==> src/rtl/axi_lite_pkg.sv <==
// Shared AXI-Lite definitions: response codes, initiator FSM states and the
// response record handed back to the command side.
package axi_lite_pkg;

   localparam logic [1:0]  RESP_OKAY     = 2'b00;
   localparam logic [1:0]  RESP_EXOKAY   = 2'b01;
   localparam logic [1:0]  RESP_SLVERR   = 2'b10;
   localparam logic [1:0]  RESP_DECERR   = 2'b11;
   localparam logic [31:0] TIMEOUT_RDATA = 32'hDEADDEAD;

   typedef enum logic [2:0] {
      ST_IDLE    = 3'd0,
      ST_WR_REQ  = 3'd1,
      ST_WR_RESP = 3'd2,
      ST_RD_REQ  = 3'd3,
      ST_RD_RESP = 3'd4,
      ST_RSP     = 3'd5,
      ST_DRAIN   = 3'd6
   } init_state_e;

   typedef struct packed {
      logic [31:0] rdata;
      logic [1:0]  resp;
      logic        timeout;
   } rsp_t;

   function automatic rsp_t timeout_rsp();
      rsp_t r;
      r.rdata   = TIMEOUT_RDATA;
      r.resp    = RESP_SLVERR;
      r.timeout = 1'b1;
      return r;
   endfunction

endpackage

==> src/rtl/axi_lite_initiator.sv <==
// Single-outstanding AXI-Lite initiator: turns one command into one AXI
// transaction, with a wait timeout that aborts cleanly by draining late handshakes.
module axi_lite_initiator #(
   parameter int AXI_ADDR_BW_p    = 12,
   parameter int TIMEOUT_CYCLES_p = 256
) (
   input  logic                     clk,
   input  logic                     rst_n,
   input  logic                     i_cmd_valid,
   output logic                     o_cmd_ready,
   input  logic                     i_cmd_write,
   input  logic [AXI_ADDR_BW_p-1:0] i_cmd_addr,
   input  logic [31:0]              i_cmd_wdata,
   output logic                     o_rsp_valid,
   input  logic                     i_rsp_ready,
   output logic [31:0]              o_rsp_rdata,
   output logic [1:0]               o_rsp_resp,
   output logic                     o_rsp_timeout,
   output logic [AXI_ADDR_BW_p-1:0] o_axi_awaddr,
   output logic                     o_axi_awvalid,
   input  logic                     i_axi_awready,
   output logic [31:0]              o_axi_wdata,
   output logic                     o_axi_wvalid,
   input  logic                     i_axi_wready,
   input  logic [1:0]               i_axi_bresp,
   input  logic                     i_axi_bvalid,
   output logic                     o_axi_bready,
   output logic [AXI_ADDR_BW_p-1:0] o_axi_araddr,
   output logic                     o_axi_arvalid,
   input  logic                     i_axi_arready,
   input  logic [31:0]              i_axi_rdata,
   input  logic [1:0]               i_axi_rresp,
   input  logic                     i_axi_rvalid,
   output logic                     o_axi_rready
);
   import axi_lite_pkg::*;

   localparam int                      CNT_W     = $clog2(TIMEOUT_CYCLES_p + 1);
   localparam logic [CNT_W-1:0]         CNT_MAX   = CNT_W'(TIMEOUT_CYCLES_p);
   localparam logic [AXI_ADDR_BW_p-1:0] WORD_MASK = ~AXI_ADDR_BW_p'(3);

   init_state_e              state_q, state_d;
   logic                     cmd_ready_q, cmd_ready_d;
   logic [AXI_ADDR_BW_p-1:0] addr_q, addr_d;
   logic [31:0]              wdata_q, wdata_d;
   logic                     awvalid_q, awvalid_d;
   logic                     wvalid_q, wvalid_d;
   logic                     arvalid_q, arvalid_d;
   logic                     bready_q, bready_d;
   logic                     rready_q, rready_d;
   logic                     b_pend_q, b_pend_d;
   logic                     r_pend_q, r_pend_d;
   logic [CNT_W-1:0]         cnt_q, cnt_d;
   logic                     rsp_valid_q, rsp_valid_d;
   rsp_t                     rsp_q, rsp_d;

   logic aw_hs, w_hs, ar_hs, b_hs, r_hs;
   logic wait_st, to_hit;

   assign aw_hs   = awvalid_q & i_axi_awready;
   assign w_hs    = wvalid_q  & i_axi_wready;
   assign ar_hs   = arvalid_q & i_axi_arready;
   assign b_hs    = bready_q  & i_axi_bvalid;
   assign r_hs    = rready_q  & i_axi_rvalid;
   assign wait_st = state_q inside {ST_WR_REQ, ST_WR_RESP, ST_RD_REQ, ST_RD_RESP};
   assign to_hit  = wait_st && (cnt_q == CNT_MAX);

   // NOTE: every *_d gets its default first, so no path through the case can infer a latch.
   always_comb begin
      state_d     = state_q;
      addr_d      = addr_q;
      wdata_d     = wdata_q;
      awvalid_d   = awvalid_q & ~aw_hs;
      wvalid_d    = wvalid_q  & ~w_hs;
      arvalid_d   = arvalid_q & ~ar_hs;
      b_pend_d    = b_pend_q  & ~b_hs;
      r_pend_d    = r_pend_q  & ~r_hs;
      cnt_d       = cnt_q;
      rsp_valid_d = rsp_valid_q;
      rsp_d       = rsp_q;

      if (wait_st && (cnt_q != CNT_MAX)) cnt_d = cnt_q + CNT_W'(1);

      case (state_q)
         ST_IDLE: begin
            if (i_cmd_valid && cmd_ready_q) begin
               addr_d  = i_cmd_addr & WORD_MASK;
               wdata_d = i_cmd_wdata;
               cnt_d   = '0;
               if (i_cmd_write) begin
                  awvalid_d = 1'b1;
                  wvalid_d  = 1'b1;
                  b_pend_d  = 1'b1;
                  state_d   = ST_WR_REQ;
               end else begin
                  arvalid_d = 1'b1;
                  r_pend_d  = 1'b1;
                  state_d   = ST_RD_REQ;
               end
            end
         end
         ST_WR_REQ: begin
            if (to_hit) begin
               rsp_d       = timeout_rsp();
               rsp_valid_d = 1'b1;
               state_d     = ST_RSP;
            end else if (!awvalid_d && !wvalid_d) begin
               state_d = ST_WR_RESP;
            end
         end
         // A real response arriving on the timeout cycle takes priority.
         ST_WR_RESP: begin
            if (b_hs) begin
               rsp_d       = '{rdata: 32'h0, resp: i_axi_bresp, timeout: 1'b0};
               rsp_valid_d = 1'b1;
               state_d     = ST_RSP;
            end else if (to_hit) begin
               rsp_d       = timeout_rsp();
               rsp_valid_d = 1'b1;
               state_d     = ST_RSP;
            end
         end
         ST_RD_REQ: begin
            if (to_hit) begin
               rsp_d       = timeout_rsp();
               rsp_valid_d = 1'b1;
               state_d     = ST_RSP;
            end else if (ar_hs) begin
               state_d = ST_RD_RESP;
            end
         end
         ST_RD_RESP: begin
            if (r_hs) begin
               rsp_d       = '{rdata: i_axi_rdata, resp: i_axi_rresp, timeout: 1'b0};
               rsp_valid_d = 1'b1;
               state_d     = ST_RSP;
            end else if (to_hit) begin
               rsp_d       = timeout_rsp();
               rsp_valid_d = 1'b1;
               state_d     = ST_RSP;
            end
         end
         ST_RSP: begin
            if (i_rsp_ready) begin
               rsp_valid_d = 1'b0;
               state_d     = (awvalid_d || wvalid_d || arvalid_d || b_pend_d || r_pend_d)
                             ? ST_DRAIN : ST_IDLE;
            end
         end
         ST_DRAIN: begin
            if (!(awvalid_d || wvalid_d || arvalid_d || b_pend_d || r_pend_d)) state_d = ST_IDLE;
         end
         default: state_d = ST_IDLE;
      endcase

      // After a timeout, bready/rready stay up so late responses are swallowed.
      cmd_ready_d = (state_d == ST_IDLE);
      bready_d    = b_pend_d && (state_d inside {ST_WR_RESP, ST_RSP, ST_DRAIN});
      rready_d    = r_pend_d && (state_d inside {ST_RD_RESP, ST_RSP, ST_DRAIN});
   end

   // NOTE: state uses non-blocking assignments so all flops update together on the edge.
   always_ff @(posedge clk) begin
      if (!rst_n) begin
         state_q     <= ST_IDLE;
         cmd_ready_q <= 1'b0;
         addr_q      <= '0;
         wdata_q     <= '0;
         awvalid_q   <= 1'b0;
         wvalid_q    <= 1'b0;
         arvalid_q   <= 1'b0;
         bready_q    <= 1'b0;
         rready_q    <= 1'b0;
         b_pend_q    <= 1'b0;
         r_pend_q    <= 1'b0;
         cnt_q       <= '0;
         rsp_valid_q <= 1'b0;
         rsp_q       <= '0;
      end else begin
         state_q     <= state_d;
         cmd_ready_q <= cmd_ready_d;
         addr_q      <= addr_d;
         wdata_q     <= wdata_d;
         awvalid_q   <= awvalid_d;
         wvalid_q    <= wvalid_d;
         arvalid_q   <= arvalid_d;
         bready_q    <= bready_d;
         rready_q    <= rready_d;
         b_pend_q    <= b_pend_d;
         r_pend_q    <= r_pend_d;
         cnt_q       <= cnt_d;
         rsp_valid_q <= rsp_valid_d;
         rsp_q       <= rsp_d;
      end
   end

   assign o_cmd_ready   = cmd_ready_q;
   assign o_rsp_valid   = rsp_valid_q;
   assign o_rsp_rdata   = rsp_q.rdata;
   assign o_rsp_resp    = rsp_q.resp;
   assign o_rsp_timeout = rsp_q.timeout;
   assign o_axi_awaddr  = addr_q;
   assign o_axi_awvalid = awvalid_q;
   assign o_axi_wdata   = wdata_q;
   assign o_axi_wvalid  = wvalid_q;
   assign o_axi_bready  = bready_q;
   assign o_axi_araddr  = addr_q;
   assign o_axi_arvalid = arvalid_q;
   assign o_axi_rready  = rready_q;

endmodule

==> config.mk <==
export PLATFORM = sky130hd
export DESIGN_NAME = axi_lite_initiator
export DESIGN_NICKNAME = d
export VERILOG_FILES = /design/src/rtl/axi_lite_pkg.sv /design/src/rtl/axi_lite_initiator.sv
export SDC_FILE = /design/constraint.sdc
export NUM_CORES = 1
export LEC_CHECK = 0
export CELL_PAD_IN_SITES_DETAIL_PLACEMENT = 0
export CELL_PAD_IN_SITES_GLOBAL_PLACEMENT = 1
export CORE_AREA = 4 4 118 120
export DETAILED_ROUTE_END_ITERATION = 8
export DIE_AREA = 0 0 122 124
export PLACE_DENSITY_LB_ADDON = 0.2
export SLEW_MARGIN = 20
export SYNTH_ARGS = -nofsm -noshare
export SYNTH_HDL_FRONTEND = slang
export SYNTH_SLANG_ARGS = --single-unit
export TNS_END_PERCENT = 5
==> constraint.sdc <==
create_clock -name clk -period 6.5 [get_ports clk]
set_clock_uncertainty 0.2 [all_clocks]
set_input_delay 0.65 -clock clk [delete_from_list [all_inputs] [get_ports clk]]
set_output_delay 0.65 -clock clk [all_outputs]
set_load 0.1 [all_outputs]
==> reports/results.ini <==
[status]
status = finished, final reports clean

[critical_path]
reg2reg_depth = 7
crit_buf_inv = 1
reg2reg_slack_ns = 3.85
worstPathArrival_ns = 1.92
timing.rr.start = state_q[2]$_SDFF_PN0_
critical_path_class = flop to primary output
crit_chain = clkdlybuf4s50_1
worstSetupStartpoint = o_axi_bready$_SDFF_PN0_
slowest_stage = clkdlybuf4s50_1
worstPathRequired_ns = 5.65
end_kind = primary output
start_kind = flop
cpPeakStageDelay_ns = 1.17
path_max_fanout = 4
cp_top_family = buffers and inverters
r2r-end = o_axi_bready$_SDFF_PN0_

[pwr]
peakVddDrop_mv = 0.189
leakagePower_nw = 2.17
power_density_nw_per_um2 = 347

[hold_path]
hp-class = flop to flop
min_path_cells = 2
hold_path_end = o_rsp_resp[1]$_SDFFE_PN0P_
hold_start = o_rsp_resp[1]$_SDFFE_PN0P_

[synthesis]
synth_top_family_by_area = simple AND/OR/NAND/NOR gates
synth_compound_area_share_pct = 20.4
yosysSeqAreaShare_pct = 49.7
synth-simple-area-share_pct = 21.6
synth-adder-area-share_pct = 0.634
synth-seq-cells = 98
postSynthCellCount = 470
synthXorXnorAreaFrac_pct = 1.33
syn-cell-area_um2 = 3950
avgSynthCellArea_um2 = 8.40
synth_flop_cell = dfxtp_1
synth.area.mux_share_pct = 0.254
synthArstFlopShare_pct = 0
yosysWarningCount = 0
ys_types = 43
synth_edf_count = 0

[clock_network]
cts-root-buf = clkbuf_16
postCtsHoldBufs = 0
cts_tree = yes
post-cts-setup-buffers = 0
cts_max_level = 3
clkLatencyLatePin_ns = 0.34
cts.path.max_buffers = 2
clkTransAtPathRegs_ns = 0.06
cts-resized-gates = 0
cts_made_buffers = 9
cts.sink_count = 98

[placed_design]
place_area_um2 = 5810
place_congestion = 0.825
io_buffers = 181
dp_hpwl_um = 8550

[grt]
overflow = 0
grt_pass1_wl_um = 17900
grt_usage_pct = 15.1
first_global_vias = 3423
antenna_found_initial = 0
grt_max_degree = 62

[sta]
tightest_slew_ns = 1.03
hold_slack_ns = 0.248
clock.fmax_mhz = 361
tns_ns = 0
finalMaxSlewViolations = 0
relSlewSlack_pct = 31.3
grt_setup_unrepaired = false
period_needed_ns = 2.77
hold_viol_final = 0
fin_crit_sh_pct = 42.6
setup_violations = 0

[drt]
vias_per_cell = 4.54
drt_wl_total_um = 11700
ant_nets = 0
vias = 3661
wl_per_cell_um = 14.5
drcViolationCount = 0
first_iter_violations = 204
dr.pass1.iters = 4

[final_layout]
nNetsFinal = 719
final_area_um2 = 6140
multiInputGateArea_um2 = 1760
n_antenna_cell = 0
area.growth.synth_to_final_pct = 55.5
ff_latch_area_um2 = 1960
drive_above_1_share_pct = 3.97
fill_cells = 1295
final_cell_mix = clkdlybuf4s50_1 (180), nand2_1 (123), dfxtp_1 (98)
final_common_cell = clkdlybuf4s50_1

[die]
coreArea_um2 = 13000
fp.dieArea_um2 = 15100
dieWidth_um = 122
ios = 188
die_height_um = 124
num_rows = 42
start_util_pct = 30.4

[job]
cap_violations = 0

==> report_power, final <==
| group | internal, W | switching (W) | total (W) |
|---|---|---|---|
| Combinational | 0.000229 | 0.000599 | 0.000828 |
| Clock | 0.000365 | 0.000221 | 0.000585 |
| Sequential | 0.000658 | 0.0000594 | 0.000718 |
| Total | 0.00125 | 0.000879 | 0.00213 |
==> registers in the layout, indices dropped and copies added, names as in the netlist <==
signal         cells
b_pend_q           1
state_q            3
o_rsp_timeout      1
o_rsp_resp         2
o_cmd_ready        1
o_axi_wvalid       1
r_pend_q           1
o_axi_wdata       32
o_axi_awvalid      1
o_axi_bready       1
o_axi_arvalid      1
o_axi_rready       1
cnt_q              9
o_rsp_rdata       32
o_axi_araddr      10
o_rsp_valid        1
==> how the worst max path moves through the flow <==
stage	endpoint	cells after the start	slack, ns
floorplan	o_rsp_rdata[15]$_SDFFE_PN0P_	7	3.98
detailed placement	o_axi_bready$_SDFF_PN0_	8	3.46
finish	o_axi_bready	1	3.73
global route	o_axi_bready$_SDFF_PN0_	7	3.63
global placement	o_axi_bready$_SDFF_PN0_	8	3.49
CTS	o_axi_bready	1	3.73
==> area by class of cell <==
cell class | instances | share of cell area (%)
Inverter | 6 | 0.367
Clock inverter | 2 | 0.978
Clock buffer | 12 | 4.34
Sequential cell | 98 | 32.0
Multi-Input combinational cell | 326 | 28.7
Timing Repair Buffer | 186 | 30.0
Tap cell | 176 | 3.59
==> per-stage QoR <==
step / utilization [%] / power [W] / std cells / setup slack (ns)
2_1_floorplan: - / 0.00135 / 473 / 3.98
3_3_place_gp: 44.8 / 0.00155 / 792 / 3.49
3_5_place_dp: 44.8 / 0.00156 / 792 / 3.46
4_1_cts: 47.3 / 0.00215 / 806 / 3.73
5_1_grt: 47.3 / 0.00223 / 806 / 3.63
6_report: 47.3 / 0.00213 / 806 / 3.73
==> synth_stat cells, types with 5 or more instances <==
cell type	number	area share, %
nor3_1	5	0.63
a21oi_1	7	0.89
a22o_1	10	2.2
o21ai_0	24	3.0
xor2_1	5	1.1
o21ai_1	6	0.76
inv_1	6	0.57
dfxtp_1	98	50
a21boi_0	51	9.7
nor2_1	39	3.7
buf_4	14	2.7
clkbuf_1	27	2.6
nand2_1	123	12
==> per-layer routing <==
metal  GRT usage [%]  wire (µm)
met1            19.2       5180
met2            25.0       5720
met3            2.77        581
met4            7.07        220
met5               0          0
==> tightest hold or removal path, cell delays in order (launching register included) <==
cell and delay (ns):
dfxtp_1 0.31, inv_1 0.05, a21oi_1 0.05
==> logic make-up after synthesis <==
family	after synthesis
compound gates	116
simple gates	197
mux	1
flops	98
fa+ha+maj	2
other cells	1
buf+inv	49
xor+xnor	6
Power figures use the tool's default switching activity.
